<file path="src/rtl/ddr_axi_arb_pkg.sv">
`default_nettype none
//------------------------------------------------------------------------------
// Module   : ddr_axi_arb_pkg
// Purpose  : Shared types and constants for the three-way DDR AXI arbiter:
//            master index encoding, address FSM states, AXI field widths and
//            the round-robin successor helper.
// Ports    : none (package)
// Revision : 1.0 - initial release
//------------------------------------------------------------------------------
package ddr_axi_arb_pkg;

   localparam int IDX_W   = 2;
   localparam int N_MST   = 3;
   localparam int LEN_W   = 4;
   localparam int SIZE_W  = 3;
   localparam int BURST_W = 2;

   typedef enum logic [IDX_W-1:0] {
      M_AUDIO = 2'd0,
      M_DEMUX = 2'd1,
      M_GDMA  = 2'd2
   } master_e;

   typedef enum logic [0:0] {
      A_IDLE = 1'b0,
      A_BUSY = 1'b1
   } astate_e;

   // Round-robin successor: audio -> demux -> gdma -> audio
   function automatic logic [IDX_W-1:0] rr_next(input logic [IDX_W-1:0] idx);
      return (idx == 2'd2) ? 2'd0 : idx + 2'd1;
   endfunction

endpackage
`default_nettype wire

</file>
<file path="src/rtl/ddr_axi_arb_wq.sv">
`default_nettype none
//------------------------------------------------------------------------------
// Module   : ddr_axi_arb_wq
// Purpose  : Write grant-order queue. Holds the master index of every granted
//            write so the write data channel follows address grant order.
// Ports    : i_clk, i_rst_n          clock, async active-low reset
//            i_push, i_push_idx      enqueue a master index
//            i_pop                   dequeue the head
//            o_head                  head index (0 while empty)
//            o_full, o_empty         occupancy flags
// Revision : 1.0 - initial release
//------------------------------------------------------------------------------
module ddr_axi_arb_wq
   import ddr_axi_arb_pkg::*;
#(
   parameter int WQ_DEPTH = 4
)(
   input  logic             i_clk,
   input  logic             i_rst_n,
   input  logic             i_push,
   input  logic [IDX_W-1:0] i_push_idx,
   input  logic             i_pop,
   output logic [IDX_W-1:0] o_head,
   output logic             o_full,
   output logic             o_empty
);

   localparam int AW = (WQ_DEPTH > 1) ? $clog2(WQ_DEPTH) : 1;

   logic [IDX_W-1:0] r_mem [WQ_DEPTH];
   logic [AW:0]      r_wr_ptr;
   logic [AW:0]      r_rd_ptr;
   logic             w_push_ok;
   logic             w_pop_ok;

   // Extra pointer bit distinguishes full from empty
   assign o_empty = (r_wr_ptr == r_rd_ptr);
   assign o_full  = (r_wr_ptr[AW] != r_rd_ptr[AW]) &&
                    (r_wr_ptr[AW-1:0] == r_rd_ptr[AW-1:0]);
   assign o_head  = o_empty ? '0 : r_mem[r_rd_ptr[AW-1:0]];

   // A push while full is legal only when the head leaves in the same cycle
   assign w_push_ok = i_push & (~o_full | i_pop);
   assign w_pop_ok  = i_pop & ~o_empty;

   always_ff @(posedge i_clk or negedge i_rst_n) begin
      if (!i_rst_n) begin
         r_wr_ptr <= '0;
         r_rd_ptr <= '0;
         for (int i = 0; i < WQ_DEPTH; i++) r_mem[i] <= '0;
      end else begin
         if (w_push_ok) begin
            r_mem[r_wr_ptr[AW-1:0]] <= i_push_idx;
            r_wr_ptr                <= r_wr_ptr + {{AW{1'b0}}, 1'b1};
         end
         if (w_pop_ok) r_rd_ptr <= r_rd_ptr + {{AW{1'b0}}, 1'b1};
      end
   end

endmodule
`default_nettype wire

</file>
<file path="src/rtl/ddr_axi_arb.sv">
`default_nettype none
//------------------------------------------------------------------------------
// Module   : ddr_axi_arb
// Purpose  : Shares one DDR AXI master port between audio (read), demux
//            (write) and gdma (read/write). Round-robin address arbitration,
//            write data ordered by grant queue, read data routed by ID tag.
// Ports    : gclk, gresetn                   clock, async active-low reset
//            a*_<m> / aready_<m>             requester address channels
//            w*_<m> / wready_<m>             demux/gdma write data
//            r*_<m> / rready_<m>             audio/gdma read return
//            a*_ddr, w*_ddr, r*_ddr          DDR controller port (ID+2 bits)
//            rsp_err                         sticky unroutable read ID flag
// Revision : 1.0 - initial release
//------------------------------------------------------------------------------
module ddr_axi_arb
   import ddr_axi_arb_pkg::*;
#(
   parameter int ID_W     = 4,
   parameter int ADDR_W   = 32,
   parameter int DATA_W   = 64,
   parameter int WQ_DEPTH = 4
)(
   input  logic                  gclk,
   input  logic                  gresetn,
   // audio address
   input  logic [ID_W-1:0]       aid_audio,
   input  logic [ADDR_W-1:0]     aaddr_audio,
   input  logic                  avalid_audio,
   input  logic                  awrite_audio,
   input  logic [LEN_W-1:0]      alen_audio,
   input  logic [SIZE_W-1:0]     asize_audio,
   input  logic [BURST_W-1:0]    aburst_audio,
   output logic                  aready_audio,
   // demux address
   input  logic [ID_W-1:0]       aid_demux,
   input  logic [ADDR_W-1:0]     aaddr_demux,
   input  logic                  avalid_demux,
   input  logic                  awrite_demux,
   input  logic [LEN_W-1:0]      alen_demux,
   input  logic [SIZE_W-1:0]     asize_demux,
   input  logic [BURST_W-1:0]    aburst_demux,
   output logic                  aready_demux,
   // gdma address
   input  logic [ID_W-1:0]       aid_gdma,
   input  logic [ADDR_W-1:0]     aaddr_gdma,
   input  logic                  avalid_gdma,
   input  logic                  awrite_gdma,
   input  logic [LEN_W-1:0]      alen_gdma,
   input  logic [SIZE_W-1:0]     asize_gdma,
   input  logic [BURST_W-1:0]    aburst_gdma,
   output logic                  aready_gdma,
   // write data
   input  logic [ID_W-1:0]       wid_demux,
   input  logic [DATA_W-1:0]     wdata_demux,
   input  logic [DATA_W/8-1:0]   wstrb_demux,
   input  logic                  wlast_demux,
   input  logic                  wvalid_demux,
   output logic                  wready_demux,
   input  logic [ID_W-1:0]       wid_gdma,
   input  logic [DATA_W-1:0]     wdata_gdma,
   input  logic [DATA_W/8-1:0]   wstrb_gdma,
   input  logic                  wlast_gdma,
   input  logic                  wvalid_gdma,
   output logic                  wready_gdma,
   // read return
   output logic [ID_W-1:0]       rid_audio,
   output logic [DATA_W-1:0]     rdata_audio,
   output logic                  rlast_audio,
   output logic                  rvalid_audio,
   input  logic                  rready_audio,
   output logic [ID_W-1:0]       rid_gdma,
   output logic [DATA_W-1:0]     rdata_gdma,
   output logic                  rlast_gdma,
   output logic                  rvalid_gdma,
   input  logic                  rready_gdma,
   // DDR port
   output logic [ID_W+1:0]       aid_ddr,
   output logic [ADDR_W-1:0]     aaddr_ddr,
   output logic                  avalid_ddr,
   output logic                  awrite_ddr,
   output logic [LEN_W-1:0]      alen_ddr,
   output logic [SIZE_W-1:0]     asize_ddr,
   output logic [BURST_W-1:0]    aburst_ddr,
   input  logic                  aready_ddr,
   output logic [ID_W+1:0]       wid_ddr,
   output logic [DATA_W-1:0]     wdata_ddr,
   output logic [DATA_W/8-1:0]   wstrb_ddr,
   output logic                  wlast_ddr,
   output logic                  wvalid_ddr,
   input  logic                  wready_ddr,
   input  logic [ID_W+1:0]       rid_ddr,
   input  logic [DATA_W-1:0]     rdata_ddr,
   input  logic                  rlast_ddr,
   input  logic                  rvalid_ddr,
   output logic                  rready_ddr,
   output logic                  rsp_err
);

   astate_e              r_state;
   astate_e              w_state_nxt;
   logic [IDX_W-1:0]     r_rr;
   logic [N_MST-1:0]     w_elig;
   logic                 w_found;
   logic [IDX_W-1:0]     w_win;
   logic [IDX_W-1:0]     w_cand;
   logic                 w_grant;
   logic [ID_W-1:0]      w_sel_aid;
   logic [ADDR_W-1:0]    w_sel_aaddr;
   logic                 w_sel_awrite;
   logic [LEN_W-1:0]     w_sel_alen;
   logic [SIZE_W-1:0]    w_sel_asize;
   logic [BURST_W-1:0]   w_sel_aburst;
   logic [IDX_W-1:0]     w_q_head;
   logic                 w_q_full;
   logic                 w_q_empty;
   logic                 w_q_pop;
   logic [IDX_W-1:0]     w_rsel;

   //---------------------------------------------------------------- arbitration
   // Audio only reads and demux only writes; mismatched requests never win.
   assign w_elig[0] = avalid_audio & ~awrite_audio;
   assign w_elig[1] = avalid_demux &  awrite_demux & ~w_q_full;
   assign w_elig[2] = avalid_gdma  & (~awrite_gdma | ~w_q_full);

   // First eligible requester at or after the round-robin pointer
   always_comb begin
      w_found = 1'b0;
      w_win   = '0;
      w_cand  = r_rr;
      for (int k = 0; k < N_MST; k++) begin
         if (!w_found && w_elig[w_cand]) begin
            w_found = 1'b1;
            w_win   = w_cand;
         end
         w_cand = rr_next(w_cand);
      end
   end

   always_comb begin
      case (w_win)
         M_DEMUX: begin
            w_sel_aid = aid_demux; w_sel_aaddr = aaddr_demux; w_sel_awrite = awrite_demux;
            w_sel_alen = alen_demux; w_sel_asize = asize_demux; w_sel_aburst = aburst_demux;
         end
         M_GDMA: begin
            w_sel_aid = aid_gdma; w_sel_aaddr = aaddr_gdma; w_sel_awrite = awrite_gdma;
            w_sel_alen = alen_gdma; w_sel_asize = asize_gdma; w_sel_aburst = aburst_gdma;
         end
         default: begin
            w_sel_aid = aid_audio; w_sel_aaddr = aaddr_audio; w_sel_awrite = awrite_audio;
            w_sel_alen = alen_audio; w_sel_asize = asize_audio; w_sel_aburst = aburst_audio;
         end
      endcase
   end

   //---------------------------------------------------------------- address FSM
   always_ff @(posedge gclk or negedge gresetn) begin
      if (!gresetn) r_state <= A_IDLE;
      else          r_state <= w_state_nxt;
   end

   always_comb begin
      w_state_nxt = r_state;
      case (r_state)
         A_IDLE:  if (w_found)    w_state_nxt = A_BUSY;
         A_BUSY:  if (aready_ddr) w_state_nxt = A_IDLE;
         default:                 w_state_nxt = A_IDLE;
      endcase
   end

   always_comb begin
      w_grant      = (r_state == A_IDLE) & w_found;
      aready_audio = w_grant & (w_win == M_AUDIO);
      aready_demux = w_grant & (w_win == M_DEMUX);
      aready_gdma  = w_grant & (w_win == M_GDMA);
      avalid_ddr   = (r_state == A_BUSY);
   end

   // Fields are captured at grant and held through A_BUSY
   always_ff @(posedge gclk or negedge gresetn) begin
      if (!gresetn) begin
         aid_ddr    <= '0;
         aaddr_ddr  <= '0;
         awrite_ddr <= 1'b0;
         alen_ddr   <= '0;
         asize_ddr  <= '0;
         aburst_ddr <= '0;
         r_rr       <= '0;
      end else if (w_grant) begin
         aid_ddr    <= {w_win, w_sel_aid};
         aaddr_ddr  <= w_sel_aaddr;
         awrite_ddr <= w_sel_awrite;
         alen_ddr   <= w_sel_alen;
         asize_ddr  <= w_sel_asize;
         aburst_ddr <= w_sel_aburst;
         r_rr       <= rr_next(w_win);
      end
   end

   //---------------------------------------------------------------- write data
   ddr_axi_arb_wq #(.WQ_DEPTH(WQ_DEPTH)) u_wq (
      .i_clk      (gclk),
      .i_rst_n    (gresetn),
      .i_push     (w_grant & w_sel_awrite),
      .i_push_idx (w_win),
      .i_pop      (w_q_pop),
      .o_head     (w_q_head),
      .o_full     (w_q_full),
      .o_empty    (w_q_empty)
   );

   // Only demux or gdma can ever be queued; anything but gdma means demux
   always_comb begin
      wid_ddr      = '0;
      wdata_ddr    = '0;
      wstrb_ddr    = '0;
      wlast_ddr    = 1'b0;
      wvalid_ddr   = 1'b0;
      wready_demux = 1'b0;
      wready_gdma  = 1'b0;
      if (!w_q_empty) begin
         if (w_q_head == M_GDMA) begin
            wid_ddr     = {w_q_head, wid_gdma};
            wdata_ddr   = wdata_gdma;
            wstrb_ddr   = wstrb_gdma;
            wlast_ddr   = wlast_gdma;
            wvalid_ddr  = wvalid_gdma;
            wready_gdma = wready_ddr;
         end else begin
            wid_ddr      = {w_q_head, wid_demux};
            wdata_ddr    = wdata_demux;
            wstrb_ddr    = wstrb_demux;
            wlast_ddr    = wlast_demux;
            wvalid_ddr   = wvalid_demux;
            wready_demux = wready_ddr;
         end
      end
   end

   assign w_q_pop = wvalid_ddr & wready_ddr & wlast_ddr;

   //---------------------------------------------------------------- read data
   assign w_rsel       = rid_ddr[ID_W+1:ID_W];
   assign rid_audio    = rid_ddr[ID_W-1:0];
   assign rid_gdma     = rid_ddr[ID_W-1:0];
   assign rdata_audio  = rdata_ddr;
   assign rdata_gdma   = rdata_ddr;
   assign rlast_audio  = rlast_ddr;
   assign rlast_gdma   = rlast_ddr;
   assign rvalid_audio = rvalid_ddr & (w_rsel == M_AUDIO);
   assign rvalid_gdma  = rvalid_ddr & (w_rsel == M_GDMA);

   // Unroutable beats are accepted and discarded so the DDR port never stalls
   always_comb begin
      case (w_rsel)
         M_AUDIO: rready_ddr = rready_audio;
         M_GDMA:  rready_ddr = rready_gdma;
         default: rready_ddr = 1'b1;
      endcase
   end

   always_ff @(posedge gclk or negedge gresetn) begin
      if (!gresetn)                         rsp_err <= 1'b0;
      else if (rvalid_ddr && w_rsel[0])     rsp_err <= 1'b1;
   end

endmodule
`default_nettype wire

</file>
<file path="config.mk">
export PLATFORM = sky130hd
export DESIGN_NAME = ddr_axi_arb
export DESIGN_NICKNAME = d
export VERILOG_FILES = /design/src/rtl/ddr_axi_arb_pkg.sv /design/src/rtl/ddr_axi_arb_wq.sv /design/src/rtl/ddr_axi_arb.sv
export SDC_FILE = /design/constraint.sdc
export NUM_CORES = 1
export LEC_CHECK = 0
export ABC_AREA = 1
export CORE_AREA = 2 2 257 259
export DETAILED_ROUTE_END_ITERATION = 10
export DIE_AREA = 0 0 259 261
export HOLD_SLACK_MARGIN = 0.03
export SLEW_MARGIN = 20
export SYNTH_ARGS = -nofsm -noshare
export SYNTH_HDL_FRONTEND = slang
export SYNTH_SLANG_ARGS = --single-unit
export TNS_END_PERCENT = 20
</file>
<file path="constraint.sdc">
create_clock -name gclk -period 4.32 [get_ports gclk]
set_input_delay 1.08 -clock gclk [delete_from_list [all_inputs] [get_ports gclk]]
set_output_delay 1.08 -clock gclk [all_outputs]
set_load 0.03 [all_outputs]
</file>
==> results <==
[cell type report]
class	instances	area (sq um)
antenna	4	10.01
sequential	66	1652
clock inverter	7	85.08
tap	864	1081
clock buffer	9	225.2
inverter	37	138.9
fill	7416	54250
multi-input combinational	651	2984
timing repair buffer	464	4613
[path summary, 6_finish.rpt]
path	cells past startpoint	start	endpoint	slack, ns
max	15	awrite_demux	aready_demux	0.19
min	1	rsp_err	rsp_err	0.47
max reg2reg	18	u_wq.r_rd_ptr[0]	u_wq.r_mem[7]	0.69
min reg2reg	1	rsp_err	rsp_err	0.47
max in group asynchronous	1	gresetn	aid_ddr[5]	2.89
min in group asynchronous	1	gresetn	aaddr_ddr[4]	0.85
[flip-flops by register name, summed over array words and instances, names as in the netlist]
signal	flops
aaddr_ddr	32
u_wq.r_mem	8
aid_ddr	6
alen_ddr	4
asize_ddr	3
u_wq.r_rd_ptr	3
u_wq.r_wr_ptr	3
aburst_ddr	2
r_rr	2
avalid_ddr	1
awrite_ddr	1
rsp_err	1
[layer usage]
metal / up-vias / track usage / wire [um]
met1: 3082 / 0.09267 / 11810
met4: 8 / 0.03902 / 1168
met5: - / 0.01250 / 138
met3: 77 / 0.04955 / 4482
li1: 3463 / - / -
met2: 534 / 0.1722 / 17120
[repair_timing]
action                                  CTS  global route
buffers inserted                          0             2
pin swaps                                 0             1
gates resized for setup                   2             5
endpoints found under the setup margin    1             3
[worst reg2reg max path, stage by stage (launching register included)]
cell     delay [ns]
dfrtp_1        0.50
xnor2_2        0.35
nand3_1        0.24
nand3_1        0.14
nand2_1        0.07
nor2_2         0.16
nand2_1        0.07
inv_1          0.06
nand3_1        0.06
nand2_1        0.13
ha_2           0.19
buf_4          0.44
nand2_1        0.13
a31oi_1        0.24
nand3_2        0.15
nor2_4         0.29
nand2_1        0.14
nand2_1        0.10
nand2_1        0.06
[power by group]
part	switching, W	internal (W)	total (W)
logic	0.00456	0.00268	0.00724
clock network	0.000329	0.000458	0.000787
registers	0.000194	0.000927	0.00112
total	0.00508	0.00407	0.00915
[stage by stage]
stage | hold WS (ns) | power (W) | util | cells
global placement | 0.4523 | 0.008444 | 0.1604 | 2080
CTS | 0.4748 | 0.009316 | 0.1653 | 2096
global route | 0.4850 | 0.009911 | 0.1658 | 2101
detailed placement | 0.4609 | 0.008476 | 0.1604 | 2080
finish | 0.4677 | 0.009147 | 0.1659 | 2102
floorplan | 0.4366 | 0.005595 | - | 950
[cell usage in the layout (no fill, tap or decap), types with 2 or more instances in the layout]
cell type        count
ha_2                 3
inv_2                4
nand3_4              2
nand3_2              2
nor2_1              15
dfrtp_1             66
diode_2              4
buf_4               85
o21ai_0             86
clkbuf_16            9
clkdlybuf4s50_1    360
nand2_1            358
clkinv_4             3
inv_6                2
nand2_2              3
o21ai_1             12
nand3_1            145
nor2_4               2
buf_12              18
inv_1               32
nand4_1              4
xor2_1               2
nor2_2               2
ha_1                 7
[kinds of logic after synthesis]
family | after synthesis
buf+inv | 233
flops | 66
simple gates | 535
compound gates | 103
xor+xnor | 3
fa+ha+maj | 10
==> summary.txt <==
Top-count cell post-synth = nand2_1
Post-DP Area = 10440 sq um
Post-synth EDFFs = 0
Starting density of the core = 0.09294
Post-synthesis register bit count = 66
Setup TNS = 0 ns
Routed length per instance = 16.52 um
Antenna Nets Post-Route = 0
Clock tree sinks = 66
Synth-to-layout area growth = 78.49%
Die W = 259 um
Fraction of registers with async set/reset = 1.000
Root Buffer = clkbuf_16
Initial antenna violation count = 16
Outcome = completed
Simple-gate share of the synthesized area = 0.3740
Worst skew pair latency = 0.35 ns
Drt drc = 0
Finish-stage setup viols = 0
Seq/Total Area, Yosys = 0.2732
Max incr delay on CP = 0.50 ns
Most used cell, CP = nand2_1
Worst EP required = 3.24 ns
Area of the mapped netlist = 6045 sq um
Warnings, synthesis = 0
IO Count = 651
Peak Freq = 241.9 MHz
Num rows = 94
Gr usage total = 0.09629
CTS max path bufs = 2
Largest net degree at the start of global routing = 71
Final nets = 1614
Port bufs = 443
Min-Delay Path Class = flop to flop
Crit path launch type = input pin
Worst Skew = 0.003561 ns
Ys flop type = dfrtp_1
Total CTS buffers = 9
Final RePlAce weighted congestion = 0.8106
H-tree levels = 3
Critical Path Sink Type = output port
Synth Area per Inst = 6.363 sq um
Global route overflow = 0
Core Area = 65040 sq um
Synth Area in XOR/XNOR = 0.005589
CTS Hold Bufs = 0
Slowest CP cell = clkdlybuf4s50_1
Max-cap violations = 0
Synth Area in Adders = 0.02070
Final period utilization = 0.9570
Type of the worst setup path = input pin to output port
Fin crit period = 4.134 ns
Final setup margin = 0.1858 ns
Worst path top cell family by delay = buffers and inverters
Number of global-route vias before repair = 6968
Arr. time, crit path = 3.05 ns
Die Span Y = 261 um
Clk slew on worst S/H paths = 0.06 ns
Worst slack, placed = -0.1190 ns
DR pass1 iterations = 5
Routed Wire Length = 34720 um
Synth top cells by count = 360 x nand2_1, 145 x nand3_1, 138 x buf_4
CTS tree = done
Largest family of logic cells by synthesized area = simple AND/OR/NAND/NOR gates
Yosys top cell area share = 0.2732
Hpwl dp = 29160 um
CP max FO = 4
Share of layout cells above drive strength 1 = 0.1151
Post-route design area = 10790 sq um
Die ar. = 67600 sq um
Synth area leader = dfrtp_1
Netlist cell types = 28
Ranking of synthesized cells by area = dfrtp_1 27%, nand2_1 22%, buf_4 17%, nand3_1 12%, o21ai_0 7.1%
Static leakage = 4.568 nW
Vias per cell = 3.408
Synthesized Nets = 1335
Synthesized instance count = 950
Rel. slew slack = 0.4077
Mux cell area share after synthesis = 0
Vias = 7164
Least-Margin Pin Slew = 0.8884 ns
Worst-path cell chain = clkdlybuf4s50_1, nand2_1, inv_1, nand2_1, a21oi_2, nand2_2, nand3_1, nand2_1, inv_1, nand2_1, inv_2, ha_2, inv_1, nor2_4, buf_6
VDD IR max = 589.1 uV
Final Hold Viols = 0
Bufs and invs on worst path = 6
Pwr Density = 847.8 nW/um^2
Max-slew violations = 0
Post-synthesis compound-gate area fraction = 0.08715
First-pass GRT wire length = 46950 um
Initial DRC count = 352
(Power assumes the default switching activity.)
==> patch, RTL diff (same flow settings) <==
Reset style: synchronous (`gresetn` and `i_rst_n`), changed in 4 clocked blocks. Comments in the files are not updated.
--- a/src/rtl/ddr_axi_arb_wq.sv
+++ b/src/rtl/ddr_axi_arb_wq.sv
@@ -44,5 +44,5 @@
    assign w_pop_ok  = i_pop & ~o_empty;
 
-   always_ff @(posedge i_clk or negedge i_rst_n) begin
+   always_ff @(posedge i_clk) begin
       if (!i_rst_n) begin
          r_wr_ptr <= '0;
--- a/src/rtl/ddr_axi_arb.sv
+++ b/src/rtl/ddr_axi_arb.sv
@@ -155,5 +155,5 @@
 
    //---------------------------------------------------------------- address FSM
-   always_ff @(posedge gclk or negedge gresetn) begin
+   always_ff @(posedge gclk) begin
       if (!gresetn) r_state <= A_IDLE;
       else          r_state <= w_state_nxt;
@@ -178,5 +178,5 @@
 
    // Fields are captured at grant and held through A_BUSY
-   always_ff @(posedge gclk or negedge gresetn) begin
+   always_ff @(posedge gclk) begin
       if (!gresetn) begin
          aid_ddr    <= '0;
@@ -260,5 +260,5 @@
    end
 
-   always_ff @(posedge gclk or negedge gresetn) begin
+   always_ff @(posedge gclk) begin
       if (!gresetn)                         rsp_err <= 1'b0;
       else if (rvalid_ddr && w_rsel[0])     rsp_err <= 1'b1;
Behaviour: differs if gresetn is asserted again (counterexample within 4 cycles, from zero or initial values and one cycle with gresetn low); with gresetn held inactive, the same outputs for 4 cycles.
==> patch against the original RTL <==
  * Combinational power shrank 20%
  * Area after synthesis fell by 2.2%
  * First-iteration DRC count decreased by 41%
  * Routed wire length shrank 11%
  * Sequential cell count rose by 2
  * Cell area shrank 2.2%
  * Power decreased by 18%
  * Utilization down 0.37 points
  * Sequential share of layout area is 1.6 points lower
  * Critical path depth shrank 1
  * Worst setup slack got worse by 0.0041 ns
  * Final cell count about the same
  * Critical path type unchanged
==> patch: results (changes against the original RTL) <==
| Metric | Value |
|---|---|
| Vias in the first global route | `6,749 (-3.1%)` |
| Met3 usage | `4.297% (-0.66 points)` |
| Status | `finished, final reports clean` |
| Largest net degree at the start of global routing | `91 (+28%)` |
| WHS Path Cells | `2 (+1)` |
| Fillers | `7,485 (+0.93%)` |
| Ratio of total power to cell area | `715.3 nW/um^2 (-16%)` |
| Max Fanout on Critical Path | `5 (+1)` |
| Post-DR wirelength/cell | `14.66 microns (-11%)` |
| Clock network area share | `2.835% (-0.041 points)` |
| Nonclk buf count | `465 (+0.22%)` |
| Met1 global-route usage | `7.779% (-1.5 points)` |
| Dpl hpwl | `25,640 microns (-12%)` |
| Commonest cells in the netlist | `nand2_1, buf_4, nand3_1` |
| Min-Delay Endpoint | `rsp_err$_SDFFE_PN0P_` |
| M1 wire length | `10,430 microns (-12%)` |
| Pre-CTS WS | `-0.1414 ns (-0.02236 ns)` |
| Reg2Reg Setup Slack | `0.81 ns (+0.12 ns)` |
| Worst VDD drop | `531.2 uV (-9.8%)` |
| Flops & latches, synth | `68 (+3.0%)` |
| Global-route wire length before repair | `41,970 microns (-11%)` |
| Post-route non-filler standard cell count | `2,101 (-0.048%)` |
| Largest cells by area after synthesis | `dfxtp_1, nand2_1, buf_4` |
| Final hold slack | `0.4686 ns (+0.0009180 ns)` |
| Placed cell area | `10,210 sq um (-2.2%)` |
| Worst slew pin tran | `0.5319 ns (-0.3565 ns)` |
| Sequential area share after synthesis | `24.38% (-2.9 points)` |
| Area Overhead vs Synth | `78.35% (about the same)` |
patch: report_power, final:
part	leakage [nW]	switching, mW	internal (mW)	total [mW]
sequential	0.580	0.122	0.873	0.995
clock	0.142	0.318	0.449	0.768
combinational	3.49	3.62	2.16	5.78
total	4.21	4.06	3.49	7.54
patch: how the worst max path moves through the flow:
stage / start / to / slack (ns)
floorplan: avalid_audio / aready_gdma / 0.05
global placement: awrite_demux / aready_audio / -0.06
detailed placement: awrite_demux / u_wq.r_mem[3][0]$_DFFE_PP_ / -0.14
CTS: awrite_demux / aready_audio / 0.05
global route: awrite_demux / aready_demux / -0.02
finish: avalid_audio / aready_gdma / 0.18
patch: cell families after synthesis:
| logic type | synth area share [%] |
|---|---|
| xor gates and xnor gates | 0.4233 |
| adders and majority gates | 1.481 |
| buffers and inverters | 24.63 |
| and+or+nand+nor | 35.38 |
| DFF | 24.38 |
| AOI/OAI and AO/OA | 13.71 |
